File: src/rtl/sync_arith_pkg.sv
// Shared types and constants for the synchronous ALU operand loader and its ALU.
// Opcodes and status bit positions are common to both blocks.
package sync_arith_pkg;

    typedef enum logic [2:0] {
        IDLE   = 3'd0,
        LOAD_A = 3'd1,
        LOAD_B = 3'd2,
        CHECK  = 3'd3,
        WAIT   = 3'd4
    } state_e;

    localparam logic [3:0] MARKER_DEFAULT = 4'hA;

    localparam logic [3:0] OP_ADD = 4'b0000;
    localparam logic [3:0] OP_SUB = 4'b0001;
    localparam logic [3:0] OP_AND = 4'b0010;
    localparam logic [3:0] OP_OR  = 4'b0011;

    localparam int ERROR      = 3;
    localparam int NOT_EVEN_1 = 2;
    localparam int ZEROS      = 1;
    localparam int OVERFLOW   = 0;

    // Running frame checksum: XOR of every byte seen so far.
    function automatic logic [7:0] csum_step(input logic [7:0] acc, input logic [7:0] data);
        return acc ^ data;
    endfunction

endpackage

File: src/rtl/sync_arith_loader_if.sv
// Byte-stream input and ALU-facing output bundle of the operand loader.
// master = stream producer / ALU consumer side, slave = the loader itself.
interface sync_arith_loader_if #(
    parameter int M = 32
);
    logic [7:0]   i_data;
    logic         i_valid;
    logic         o_ready;
    logic         i_abort;
    logic [M-1:0] oarg_A;
    logic [M-1:0] oarg_B;
    logic [3:0]   oop;
    logic         o_issue;
    logic         o_frame_err;
    logic [7:0]   o_frame_cnt;
    logic         o_busy;

    modport master (
        output i_data, i_valid, i_abort,
        input  o_ready, oarg_A, oarg_B, oop, o_issue, o_frame_err, o_frame_cnt, o_busy
    );

    modport slave (
        input  i_data, i_valid, i_abort,
        output o_ready, oarg_A, oarg_B, oop, o_issue, o_frame_err, o_frame_cnt, o_busy
    );
endinterface

File: src/rtl/sync_arith_byte_shifter.sv
// Shadow register assembled one byte at a time; the byte lane is picked by idx.
// Lanes not addressed keep their value, so no clear is needed between frames.
module sync_arith_byte_shifter #(
    parameter int M = 32
) (
    input  logic                  clk,
    input  logic                  rst_n,
    input  logic                  we,
    input  logic [$clog2(M/8):0]  idx,
    input  logic [7:0]            din,
    output logic [M-1:0]          shadow
);
    localparam int N     = M / 8;
    localparam int IDX_W = $clog2(M / 8) + 1;

    logic [M-1:0] shadow_r;

    // Write the addressed byte lane on each accepted operand byte
    always_ff @(posedge clk or negedge rst_n) begin
        if (!rst_n) begin
            shadow_r <= '0;
        end else if (we) begin
            for (int i = 0; i < N; i++) begin
                if (idx == IDX_W'(i)) begin
                    shadow_r[8*i +: 8] <= din;
                end
            end
        end
    end

    assign shadow = shadow_r;

endmodule

File: src/rtl/sync_arith_loader.sv
// Operand loader: assembles {marker,op}, A, B and an XOR checksum from a byte stream
// and hands registered operands to the ALU with a one-cycle issue strobe.
module sync_arith_loader
    import sync_arith_pkg::*;
#(
    parameter int         M      = 32,
    parameter logic [3:0] MARKER = MARKER_DEFAULT
) (
    input  logic                clk,
    input  logic                i_reset,
    sync_arith_loader_if.slave  bus
);
    localparam int                N        = M / 8;
    localparam int                CNT_W    = $clog2(N) + 1;
    localparam logic [CNT_W-1:0]  LAST_IDX = CNT_W'(N - 1);

    state_e           state_r;
    state_e           state_s;
    logic [CNT_W-1:0] cnt_r;
    logic [CNT_W-1:0] cnt_s;
    logic [7:0]       acc_r;
    logic [7:0]       acc_s;
    logic [3:0]       op_shadow_r;
    logic [3:0]       op_shadow_s;

    logic             accept_s;
    logic             load_a_s;
    logic             load_b_s;
    logic             commit_s;
    logic             err_s;

    logic [M-1:0]     shadow_a_s;
    logic [M-1:0]     shadow_b_s;

    logic             ready_r;
    logic             busy_r;
    logic             issue_r;
    logic             err_r;
    logic [M-1:0]     arg_a_r;
    logic [M-1:0]     arg_b_r;
    logic [3:0]       op_r;
    logic [7:0]       frame_cnt_r;

    assign accept_s = bus.i_valid & ready_r;

    sync_arith_byte_shifter #(.M(M)) u_shift_a (
        .clk    (clk),
        .rst_n  (i_reset),
        .we     (load_a_s),
        .idx    (cnt_r),
        .din    (bus.i_data),
        .shadow (shadow_a_s)
    );

    sync_arith_byte_shifter #(.M(M)) u_shift_b (
        .clk    (clk),
        .rst_n  (i_reset),
        .we     (load_b_s),
        .idx    (cnt_r),
        .din    (bus.i_data),
        .shadow (shadow_b_s)
    );

    // Next-state, byte bookkeeping and strobe decode; abort overrides any accept
    always_comb begin
        state_s     = state_r;
        cnt_s       = cnt_r;
        acc_s       = acc_r;
        op_shadow_s = op_shadow_r;
        load_a_s    = 1'b0;
        load_b_s    = 1'b0;
        commit_s    = 1'b0;
        err_s       = 1'b0;

        if (bus.i_abort) begin
            state_s = IDLE;
            cnt_s   = '0;
            acc_s   = 8'h00;
        end else begin
            case (state_r)
                IDLE: begin
                    if (accept_s) begin
                        if (bus.i_data[7:4] == MARKER) begin
                            op_shadow_s = bus.i_data[3:0];
                            acc_s       = bus.i_data;
                            cnt_s       = '0;
                            state_s     = LOAD_A;
                        end else begin
                            err_s = 1'b1;
                        end
                    end else begin
                        state_s = IDLE;
                    end
                end
                LOAD_A: begin
                    if (accept_s) begin
                        load_a_s = 1'b1;
                        acc_s    = csum_step(acc_r, bus.i_data);
                        if (cnt_r == LAST_IDX) begin
                            cnt_s   = '0;
                            state_s = LOAD_B;
                        end else begin
                            cnt_s = cnt_r + CNT_W'(1);
                        end
                    end else begin
                        state_s = LOAD_A;
                    end
                end
                LOAD_B: begin
                    if (accept_s) begin
                        load_b_s = 1'b1;
                        acc_s    = csum_step(acc_r, bus.i_data);
                        if (cnt_r == LAST_IDX) begin
                            cnt_s   = '0;
                            state_s = CHECK;
                        end else begin
                            cnt_s = cnt_r + CNT_W'(1);
                        end
                    end else begin
                        state_s = LOAD_B;
                    end
                end
                CHECK: begin
                    if (accept_s) begin
                        cnt_s = '0;
                        acc_s = 8'h00;
                        if (bus.i_data == acc_r) begin
                            commit_s = 1'b1;
                            state_s  = WAIT;
                        end else begin
                            err_s   = 1'b1;
                            state_s = IDLE;
                        end
                    end else begin
                        state_s = CHECK;
                    end
                end
                WAIT: begin
                    state_s = IDLE;
                end
                default: begin
                    state_s = IDLE;
                    cnt_s   = '0;
                    acc_s   = 8'h00;
                end
            endcase
        end
    end

    // FSM state and frame-assembly bookkeeping
    always_ff @(posedge clk or negedge i_reset) begin
        if (!i_reset) begin
            state_r     <= IDLE;
            cnt_r       <= '0;
            acc_r       <= 8'h00;
            op_shadow_r <= 4'h0;
        end else begin
            state_r     <= state_s;
            cnt_r       <= cnt_s;
            acc_r       <= acc_s;
            op_shadow_r <= op_shadow_s;
        end
    end

    // Handshake/status flags follow the next state so they come straight from flops
    always_ff @(posedge clk or negedge i_reset) begin
        if (!i_reset) begin
            ready_r <= 1'b0;
            busy_r  <= 1'b0;
            issue_r <= 1'b0;
            err_r   <= 1'b0;
        end else begin
            ready_r <= (state_s != WAIT);
            busy_r  <= (state_s != IDLE);
            issue_r <= commit_s;
            err_r   <= err_s;
        end
    end

    // ALU-facing results only move on a frame whose checksum matched
    always_ff @(posedge clk or negedge i_reset) begin
        if (!i_reset) begin
            arg_a_r     <= '0;
            arg_b_r     <= '0;
            op_r        <= 4'h0;
            frame_cnt_r <= 8'h00;
        end else if (commit_s) begin
            arg_a_r     <= shadow_a_s;
            arg_b_r     <= shadow_b_s;
            op_r        <= op_shadow_r;
            frame_cnt_r <= frame_cnt_r + 8'd1;
        end else begin
            arg_a_r     <= arg_a_r;
            arg_b_r     <= arg_b_r;
            op_r        <= op_r;
            frame_cnt_r <= frame_cnt_r;
        end
    end

    assign bus.o_ready     = ready_r;
    assign bus.o_busy      = busy_r;
    assign bus.o_issue     = issue_r;
    assign bus.o_frame_err = err_r;
    assign bus.oarg_A      = arg_a_r;
    assign bus.oarg_B      = arg_b_r;
    assign bus.oop         = op_r;
    assign bus.o_frame_cnt = frame_cnt_r;

endmodule

File: src/flat_wrapper.sv
// flat-port wrapper written by rule: the top's interface ports become plain ports
module sync_arith_loader_flat import sync_arith_pkg::*;
#(
    parameter int         M      = 32,
    parameter logic [3:0] MARKER = MARKER_DEFAULT
)
  (clk, i_reset, bus_i_data, bus_i_valid, bus_i_abort, bus_o_ready, bus_oarg_A, bus_oarg_B, bus_oop, bus_o_issue, bus_o_frame_err, bus_o_frame_cnt, bus_o_busy);
  sync_arith_loader_if #(.M(M)) bus_i ();
  input  logic clk;
  input  logic i_reset;
  input wire logic [$bits(bus_i.i_data)-1:0] bus_i_data;
  input wire logic [$bits(bus_i.i_valid)-1:0] bus_i_valid;
  input wire logic [$bits(bus_i.i_abort)-1:0] bus_i_abort;
  output wire logic [$bits(bus_i.o_ready)-1:0] bus_o_ready;
  output wire logic [$bits(bus_i.oarg_A)-1:0] bus_oarg_A;
  output wire logic [$bits(bus_i.oarg_B)-1:0] bus_oarg_B;
  output wire logic [$bits(bus_i.oop)-1:0] bus_oop;
  output wire logic [$bits(bus_i.o_issue)-1:0] bus_o_issue;
  output wire logic [$bits(bus_i.o_frame_err)-1:0] bus_o_frame_err;
  output wire logic [$bits(bus_i.o_frame_cnt)-1:0] bus_o_frame_cnt;
  output wire logic [$bits(bus_i.o_busy)-1:0] bus_o_busy;
  assign bus_i.i_data = bus_i_data;
  assign bus_i.i_valid = bus_i_valid;
  assign bus_i.i_abort = bus_i_abort;
  assign bus_o_ready = bus_i.o_ready;
  assign bus_oarg_A = bus_i.oarg_A;
  assign bus_oarg_B = bus_i.oarg_B;
  assign bus_oop = bus_i.oop;
  assign bus_o_issue = bus_i.o_issue;
  assign bus_o_frame_err = bus_i.o_frame_err;
  assign bus_o_frame_cnt = bus_i.o_frame_cnt;
  assign bus_o_busy = bus_i.o_busy;
  sync_arith_loader #(.M(M), .MARKER(MARKER)) u_core (.clk(clk), .i_reset(i_reset), .bus(bus_i));
endmodule
File: config.mk
export PLATFORM = sky130hd
export DESIGN_NAME = sync_arith_loader_flat
export DESIGN_NICKNAME = d
export VERILOG_FILES = /design/src/rtl/sync_arith_pkg.sv /design/src/rtl/sync_arith_loader_if.sv /design/src/rtl/sync_arith_byte_shifter.sv /design/src/rtl/sync_arith_loader.sv /design/src/flat_wrapper.sv
export SDC_FILE = /design/constraint.sdc
export NUM_CORES = 1
export LEC_CHECK = 0
export ABC_AREA = 1
export BUFFER_PORTS_ARGS = -buffer_cell sky130_fd_sc_hd__buf_2
export CAP_MARGIN = 40
export CORE_MARGIN = 2
export CORE_UTILIZATION = 35
export CTS_BUF_LIST = sky130_fd_sc_hd__clkbuf_2 sky130_fd_sc_hd__clkbuf_4 sky130_fd_sc_hd__clkbuf_8
export DETAILED_ROUTE_END_ITERATION = 7
export PLACE_DENSITY_LB_ADDON = 0.08
export SLEW_MARGIN = 10
export SYNTH_ARGS = -nofsm -noshare
export SYNTH_HDL_FRONTEND = slang
export SYNTH_SLANG_ARGS = --single-unit
File: constraint.sdc
create_clock -name clk -period 1.5 [get_ports clk]
set_clock_uncertainty 0.1 [all_clocks]
set_input_delay 0.45 -clock clk [delete_from_list [all_inputs] [get_ports clk]]
set_output_delay 0.45 -clock clk [all_outputs]
set_load 0.01 [all_outputs]
==> results by group, run 1 <==
Floorplan
  • Core Box Area: 0.0188 sq mm
  • Die H: 143 um
  • Die W: 143 um
  • Die Area: 0.0203 sq mm
  • # rows: 50
  • Starting density of the core: 35.8%
  • I/O pin total: 92

Pwr
  • P_leak: 5.58 nW
  • Power Dens Cells: 847 mW/mm^2
  • Max rail drop VDD: 0.000521 V

Global route
  • Gr busiest metal: met2
  • Largest net degree at the start of global routing: 50
  • Initial antenna violation count: 0
  • Global-route wire length before repair: 32000 um
  • Total track usage: 20.4%
  • Total grt overflow: 0
  • Met2 Use GR: 33.8%
  • Vias in the first global route: 6243
  • Met3 Use GR: 4.29%
  • GR Layer Usage met1: 27.2%

Setup path
  • Crit path top cell by count: nand2_1
  • CP Cell Sequence: inv_1 > nand2_1 > nand2_2 > nor2_4 > nand3_4 > nor2_4 > nand2_4 > clkinv_8 > buf_12 > nand2_1 > nand2_1
  • Slowest CP cell: dfrtp_1
  • Max stage delay on crit path: 430 ps
  • CP top delay family: simple AND/OR/NAND/NOR gates
  • Startpoint types: flop
  • Worst Path Max Fanout: 11
  • Data arrival, critical path: 2050 ps
  • Worst Setup End Kind: flop
  • Worst Path Required: 1790 ps
  • CP bufs+invs: 3
  • WS Path Type: reg2reg

STA
  • Final setup violation count: 236
  • Unrepaired setup endpoints after global routing: yes
  • Max-slew violation count: 0
  • TNS Setup: -26660 ps
  • Crit path setup slack, layout: -257 ps
  • Slew @ Worst Pin: 408 ps
  • Period Utilization, post-route: 117%
  • Fmax: 569 MHz
  • Final Critical Period: 1760 ps
  • Final Hold Vio Count: 0
  • Slew HR: 72.8%

Finish
  • Multi-input gate area: 0.00321 sq mm
  • Reg area: 0.00406 sq mm
  • # nets final: 1056
  • Post-layout instance area: 0.0106 sq mm
  • Area Growth Syn to Fin: 57.3%
  • Layout cell share with drive strength beyond 1: 48.3%
  • Fillcell total: 1642
  • ANT cells: 0

Detailed routing
  • Final ANT Viol Nets: 0
  • Number of iterations in the first detailed-routing pass: 4
  • Vias: 6107
  • Drt total wl: 20200 um
  • DR iter-0 viols: 345
  • WL/cell: 15.7 um
  • Post-DR vias/cell: 4.75
  • DRC: 0

Logic synthesis
  • Yosys top cell area share: 60.3%
  • Yosys warns: 0
  • Post-synth top area cell: dfrtp_1
  • Net count after synthesis: 792
  • Unique cell type count in the Yosys netlist: 26
  • Post-Syn Area: 0.00673 sq mm
  • Yosys reg bits: 162
  • Top cells by area, synth: dfrtp_1 60%, nand2_1 21%, o21ai_0 5.6%
  • Register area share after synthesis: 60.3%
  • Synth Instances: 775
  • Avg Inst Size Synth: 8.68 sq um

Clock tree
  • Sink Count: 162
  • Worst skew pair latency: 460 ps
  • CTS tree: built
  • H-Tree Depth: 4
  • Root buffer cell: clkbuf_8
  • CTS buffer count: 17
  • Clock-pin slew on the worst setup and hold paths: 100 ps
  • Worst-case clock buffer depth: 2

Min path
  • Min-Delay Path Class: in2reg

Outcome
  • Failing checks: setup timing
  • Status: finished with violations

Placement
  • Post-Place Cell Area: 0.00811 sq mm
  • Input/output buffers: 91
  • GP Congestion: 0.858
  • Dpl hpwl: 12000 um

Run
  • Max_cap viols: 0
-- kinds of logic after synthesis --
group,share of synthesized area (%)
adder cells (fa/ha/maj),0.930
XOR/XNOR,0.391
AO/OA/AOI/OAI,7.35
AND/OR/NAND/NOR,25.2
flip-flops,60.3
buffers and inverters,5.82
-- through the flow --
step | power, mW | hold WS (ps) | worst slack, ps | util, % | cells
6_report | 8.96 | 247 | -257 | 56.4 | 1285
5_1_grt | 9.36 | 230 | -343 | 56.4 | 1285
4_1_cts | 8.92 | 208 | -204 | 52.4 | 1264
3_5_place_dp | 5.24 | 256 | -473 | 43.2 | 1151
3_3_place_gp | 5.23 | 253 | -439 | 43.2 | 1151
2_1_floorplan | 4.85 | 54.4 | -66.4 | - | 775
-- worst paths after layout --
kind                                         from  cells past startpoint  slack [ps]                          end
min in group asynchronous                 i_reset                      2         350  u_core.u_shift_a.shadow[27]
worst min register to register  u_core.bus.oop[3]                      2         370            u_core.bus.oop[3]
max in group asynchronous                 i_reset                      3         390  u_core.u_shift_b.shadow[14]
worst max-delay path              u_core.acc_r[7]                     11        -260         u_core.bus.oarg_B[8]
worst min-delay path                bus_i_data[6]                      3         250              u_core.acc_r[6]
worst max register to register    u_core.acc_r[7]                     11        -260         u_core.bus.oarg_B[8]
-- synth_stat cells --
library cell / count
o211ai_1: 1
dfrtp_1: 162
nand4_1: 8
ha_1: 5
nor3_2: 1
buf_2: 7
a22oi_1: 6
nand2_2: 1
o21ai_1: 7
a21oi_1: 3
xor2_1: 3
nor3_1: 3
buf_4: 9
and2_1: 1
o21a_1: 1
nand3b_1: 1
a21oi_2: 1
buf_6: 8
nor2_2: 1
o21ai_0: 75
nor2_1: 27
nand2_1: 370
inv_2: 5
nand3_1: 21
clkbuf_1: 9
inv_1: 39
-- final cells by class --
type | count | share of cell area (%)
Tap cell | 234 | 2.77
Sequential cell | 162 | 38.3
Clock inverter | 13 | 1.75
Multi-Input combinational cell | 539 | 30.4
Clock buffer | 18 | 2.34
Timing Repair Buffer | 275 | 22.2
Inverter | 44 | 2.21
-- where the power goes --
group,switching [mW],internal (mW)
registers,0.0937,4.46
logic,0.490,0.415
clock network,1.65,1.85
-- sequential cells by signal, summed over array words and instances, names as in the netlist --
name,count
u_core.bus.oarg_A,32
u_core.bus.oarg_B,32
u_core.u_shift_a.shadow,32
u_core.u_shift_b.shadow,32
u_core.acc_r,8
u_core.bus.o_frame_cnt,8
u_core.bus.oop,4
u_core.op_shadow_r,4
u_core.cnt_r,3
u_core.state_r,3
u_core.bus.o_busy,1
u_core.bus.o_frame_err,1
u_core.bus.o_issue,1
u_core.bus.o_ready,1
-- per-layer routing --
metal  part of all wire [%]  up-vias
li1                       -     2980
met1                     45     2965
met2                     49      137
met3                    4.4       25
met4                    1.4        0
met5                      0        -
-- worst min-delay path, delay by kind of cell --
family                 cells  cell delay, ps
AO/OA/AOI/OAI              2             210
buffers and inverters      1             120
-- what timing repair did --
item / in CTS / in global routing
setup buffers: 71 / 26
pin swaps: 37 / 54
hold buffers: 1 / 0
gates resized for setup: 190 / 185
setup endpoints to repair: 239 / 242
hold endpoints to repair: 23 / 0
gates cloned: 11 / 2
-- layout by cell type (no fill, tap or decap), drive strengths merged --
master,n
clkinv,8
ha,5
nand4,8
clkbuf,20
nor2,28
xor2,3
clkinvlp,3
o21ai,82
o21a,1
bufinv,4
nand3,23
dlygate4sd3,1
and2,1
a21oi,4
dfrtp,162
buf,272
inv,42
nand2,372
a22oi,6
nor3,4
nand3b,1
o211ai,1
No activity file was read; power rests on OpenSTA's default activity.
==> inputs of run 2 (changes only) <==
--- a/config.mk
+++ b/config.mk
@@ -9,7 +9,7 @@
 export BUFFER_PORTS_ARGS = -buffer_cell sky130_fd_sc_hd__buf_2
 export CAP_MARGIN = 40
 export CORE_MARGIN = 2
-export CORE_UTILIZATION = 35
+export CORE_UTILIZATION = 40
 export CTS_BUF_LIST = sky130_fd_sc_hd__clkbuf_2 sky130_fd_sc_hd__clkbuf_4 sky130_fd_sc_hd__clkbuf_8
 export DETAILED_ROUTE_END_ITERATION = 7
 export PLACE_DENSITY_LB_ADDON = 0.08
==> run 2 against run 1 <==
Effect of this change: the flow still finishes with violations (setup timing); via count increased by 4.3%; sequential power about the same; flip-flop and latch count unchanged; first-iteration DRC count decreased by 6.1%; maximum frequency increased by 0.44%.
==> results by group, run 2 (same netlist as run 1, synthesis figures left out) <==
STA
  • Fmax: 572 MHz (was 569 MHz)
  • Max-slew violation count: 0 (unchanged)
  • Period Utilization, post-route: 117% (about the same)
  • Slew @ Worst Pin: 444 ps (was 408 ps)
  • Worst hold margin: 290 ps (was 247 ps)
  • Final setup violation count: 231 (was 236)
  • TNS Setup: -24990 ps (was -26660 ps)
  • Unrepaired setup endpoints after global routing: yes (unchanged)
  • Final Hold Vio Count: 0 (unchanged)
  • Slew HR: 70.4% (was 72.8%)
  • Final Critical Period: 1750 ps (was 1760 ps)
  • Crit path setup slack, layout: -249 ps (was -257 ps)

Outcome
  • Failing checks: setup timing (unchanged)
  • Status: finished with violations (unchanged)

Pwr
  • Max rail drop VDD: 0.000582 V (was 0.000521 V)
  • P_leak: 5.72 nW (was 5.58 nW)
  • Power Dens Cells: 833 mW/mm^2 (was 847 mW/mm^2)
  • Total power: 9.21 mW (was 8.96 mW)

Finish
  • Layout cell share with drive strength beyond 1: 55.1% (was 48.3%)
  • # nets final: 1066 (was 1056)
  • Fin cells: 1282 (was 1285)
  • Area Growth Syn to Fin: 64.4% (was 57.3%)
  • Post-layout instance area: 0.0111 sq mm (was 0.0106 sq mm)
  • Most frequent cells in the layout: 206 x nand2_1, 160 x dfrtp_1, 133 x buf_4, 117 x nand2_2, 85 x buf_2 (was 266 x nand2_1, 161 x dfrtp_1, 128 x buf_4, 82 x buf_2, 75 x nand2_2)
  • Commonest non-fill, non-tap cell in the layout: nand2_1 (unchanged)
  • Utilization after layout: 66.9% (was 56.4%)
  • Fillcell total: 1323 (was 1642)
  • ANT cells: 0 (unchanged)

Placement
  • Placement Setup Slack: -500 ps (was -473 ps)
  • Input/output buffers: 91 (unchanged)
  • Post-Place Cell Area: 0.00806 sq mm (was 0.00811 sq mm)
  • GP Congestion: 0.862 (was 0.858)
  • # placed instances: 1132 (was 1151)
  • Dpl hpwl: 11600 um (was 12000 um)

Detailed routing
  • DRC: 0 (unchanged)
  • Number of iterations in the first detailed-routing pass: 8 (was 4)
  • Vias: 6372 (was 6107)
  • Post-DR vias/cell: 4.97 (was 4.75)
  • DR iter-0 viols: 324 (was 345)
  • Drt total wl: 21300 um (was 20200 um)
  • Final ANT Viol Nets: 0 (unchanged)
  • WL/cell: 16.6 um (was 15.7 um)

Setup path
  • Startpoint types: flop (unchanged)
  • Data arrival, critical path: 2000 ps (was 2050 ps)
  • Reg2reg path depth: 11 (unchanged)
  • Worst Path Max Fanout: 5 (was 11)
  • Reg2reg setup slack: -250 ps (was -260 ps)
  • Worst r2r dst: u_core.bus.oarg_A[7] (was u_core.bus.oarg_B[8])
  • R2r startpoint: u_core.acc_r[3] (was u_core.acc_r[7])
  • Slowest CP cell: dfrtp_1 (unchanged)
  • CP Cell Sequence: inv_1 > nand2_1 > nand2_2 > nor2_4 > nand3_4 > nor2_4 > nand2_4 > clkbuf_16 > clkbuf_16 > nand2_2 > nand2_1 (was inv_1 > nand2_1 > nand2_2 > nor2_4 > nand3_4 > nor2_4 > nand2_4 > clkinv_8 > buf_12 > nand2_1 > nand2_1)
  • Max stage delay on crit path: 390 ps (was 430 ps)
  • Worst Path Required: 1760 ps (was 1790 ps)
  • WS Path Type: reg2reg (unchanged)
  • Worst Setup End Kind: flop (unchanged)

Clock tree
  • Sink Count: 162 (unchanged)
  • CTS tree: built (unchanged)
  • Worst-case clock buffer depth: 2 (unchanged)
  • H-Tree Depth: 4 (unchanged)
  • Worst skew pair latency: 460 ps (about the same)
  • CTS buffer count: 17 (unchanged)
  • Clock-pin slew on the worst setup and hold paths: 90 ps (was 100 ps)
  • Root buffer cell: clkbuf_8 (unchanged)

Floorplan
  • # rows: 47 (was 50)
  • Die H: 134 um (was 143 um)
  • Die Area: 0.0179 sq mm (was 0.0203 sq mm)
  • Die W: 134 um (was 143 um)
  • Starting density of the core: 40.7% (was 35.8%)
  • I/O pin total: 92 (unchanged)
  • Core Box Area: 0.0165 sq mm (was 0.0188 sq mm)

Min path
  • Hold path endpoint: u_core.acc_r[6] (unchanged)
  • Min-Delay Path Class: in2reg (unchanged)
  • HP Start: bus_i_data[6] (unchanged)
  • WHS Path Cells: 3 (unchanged)

Global route
  • Vias in the first global route: 6052 (was 6243)
  • Global-route wire length before repair: 31100 um (was 32000 um)
  • Initial antenna violation count: 0 (unchanged)
  • Total track usage: 22.5% (was 20.4%)
  • Total grt overflow: 0 (unchanged)
  • Largest net degree at the start of global routing: 41 (was 50)

Run
  • Max_cap viols: 0 (unchanged)
-- run 2: cell types whose count changed in the layout (fill, tap and decap cells not counted), sizes merged --
cell,delta
buf,+3
bufinv,+1
clkbuf,+7
clkinv,-3
clkinvlp,-1
inv,+2
nand3,+2
-- run 2: metal layers --
| metal | global-route usage, % | vias to the layer above | share of wire (%) |
|---|---|---|---|
| li1 | - | 3013 | - |
| met1 | 30.4 | 3173 | 44 |
| met2 | 36.6 | 157 | 50 |
| met3 | 4.30 | 29 | 4.2 |
| met4 | 7.62 | 0 | 2.1 |
| met5 | 0 | - | 0 |
-- run 2: worst max path at each step --
stage	start	end	slack (ps)	cells after the start
2_1_floorplan	bus_i_valid	u_core.u_shift_a.shadow[30]	-70	7
3_3_place_gp	bus_i_valid	u_core.u_shift_a.shadow[12]	-480	7
3_5_place_dp	bus_i_data[5]	u_core.bus.oarg_A[6]	-500	12
4_1_cts	u_core.acc_r[5]	u_core.bus.oarg_B[30]	-200	12
5_1_grt	u_core.acc_r[5]	u_core.bus.oarg_B[30]	-340	12
6_report	u_core.acc_r[3]	u_core.bus.oarg_A[7]	-250	11
-- run 2: timing repair --
item,CTS,global route
hold buffers,1,0
hold endpoints to repair,22,0
pin swaps,24,106
gates cloned,10,11
resized for setup,115,343
endpoints found under the setup margin,234,240
buffers inserted,57,43
-- run 2: area by class of cell --
class / instances / area (sq um) / area share [%]
well taps: 220 / 275 / 2.49
flip-flops and latches: 162 / 4060 / 36.7
multi-input cells: 541 / 3470 / 31.4
inverters: 44 / 249 / 2.25
clock inverters: 12 / 201 / 1.82
clock buffers: 20 / 275 / 2.49
repair buffers: 283 / 2520 / 22.8
-- run 2: worst max-delay path, delay by kind of cell (launching register included) --
family | cells | cell delay [ps]
DFF | 1 | 390
and+or+nand+nor | 8 | 730
buffers and inverters | 3 | 430
-- run 2: where the power goes --
group | total (mW) | switching, mW | internal [mW]
combinational | 0.920 | 0.518 | 0.403
clock | 3.76 | 1.63 | 2.12
sequential | 4.53 | 0.0725 | 4.46
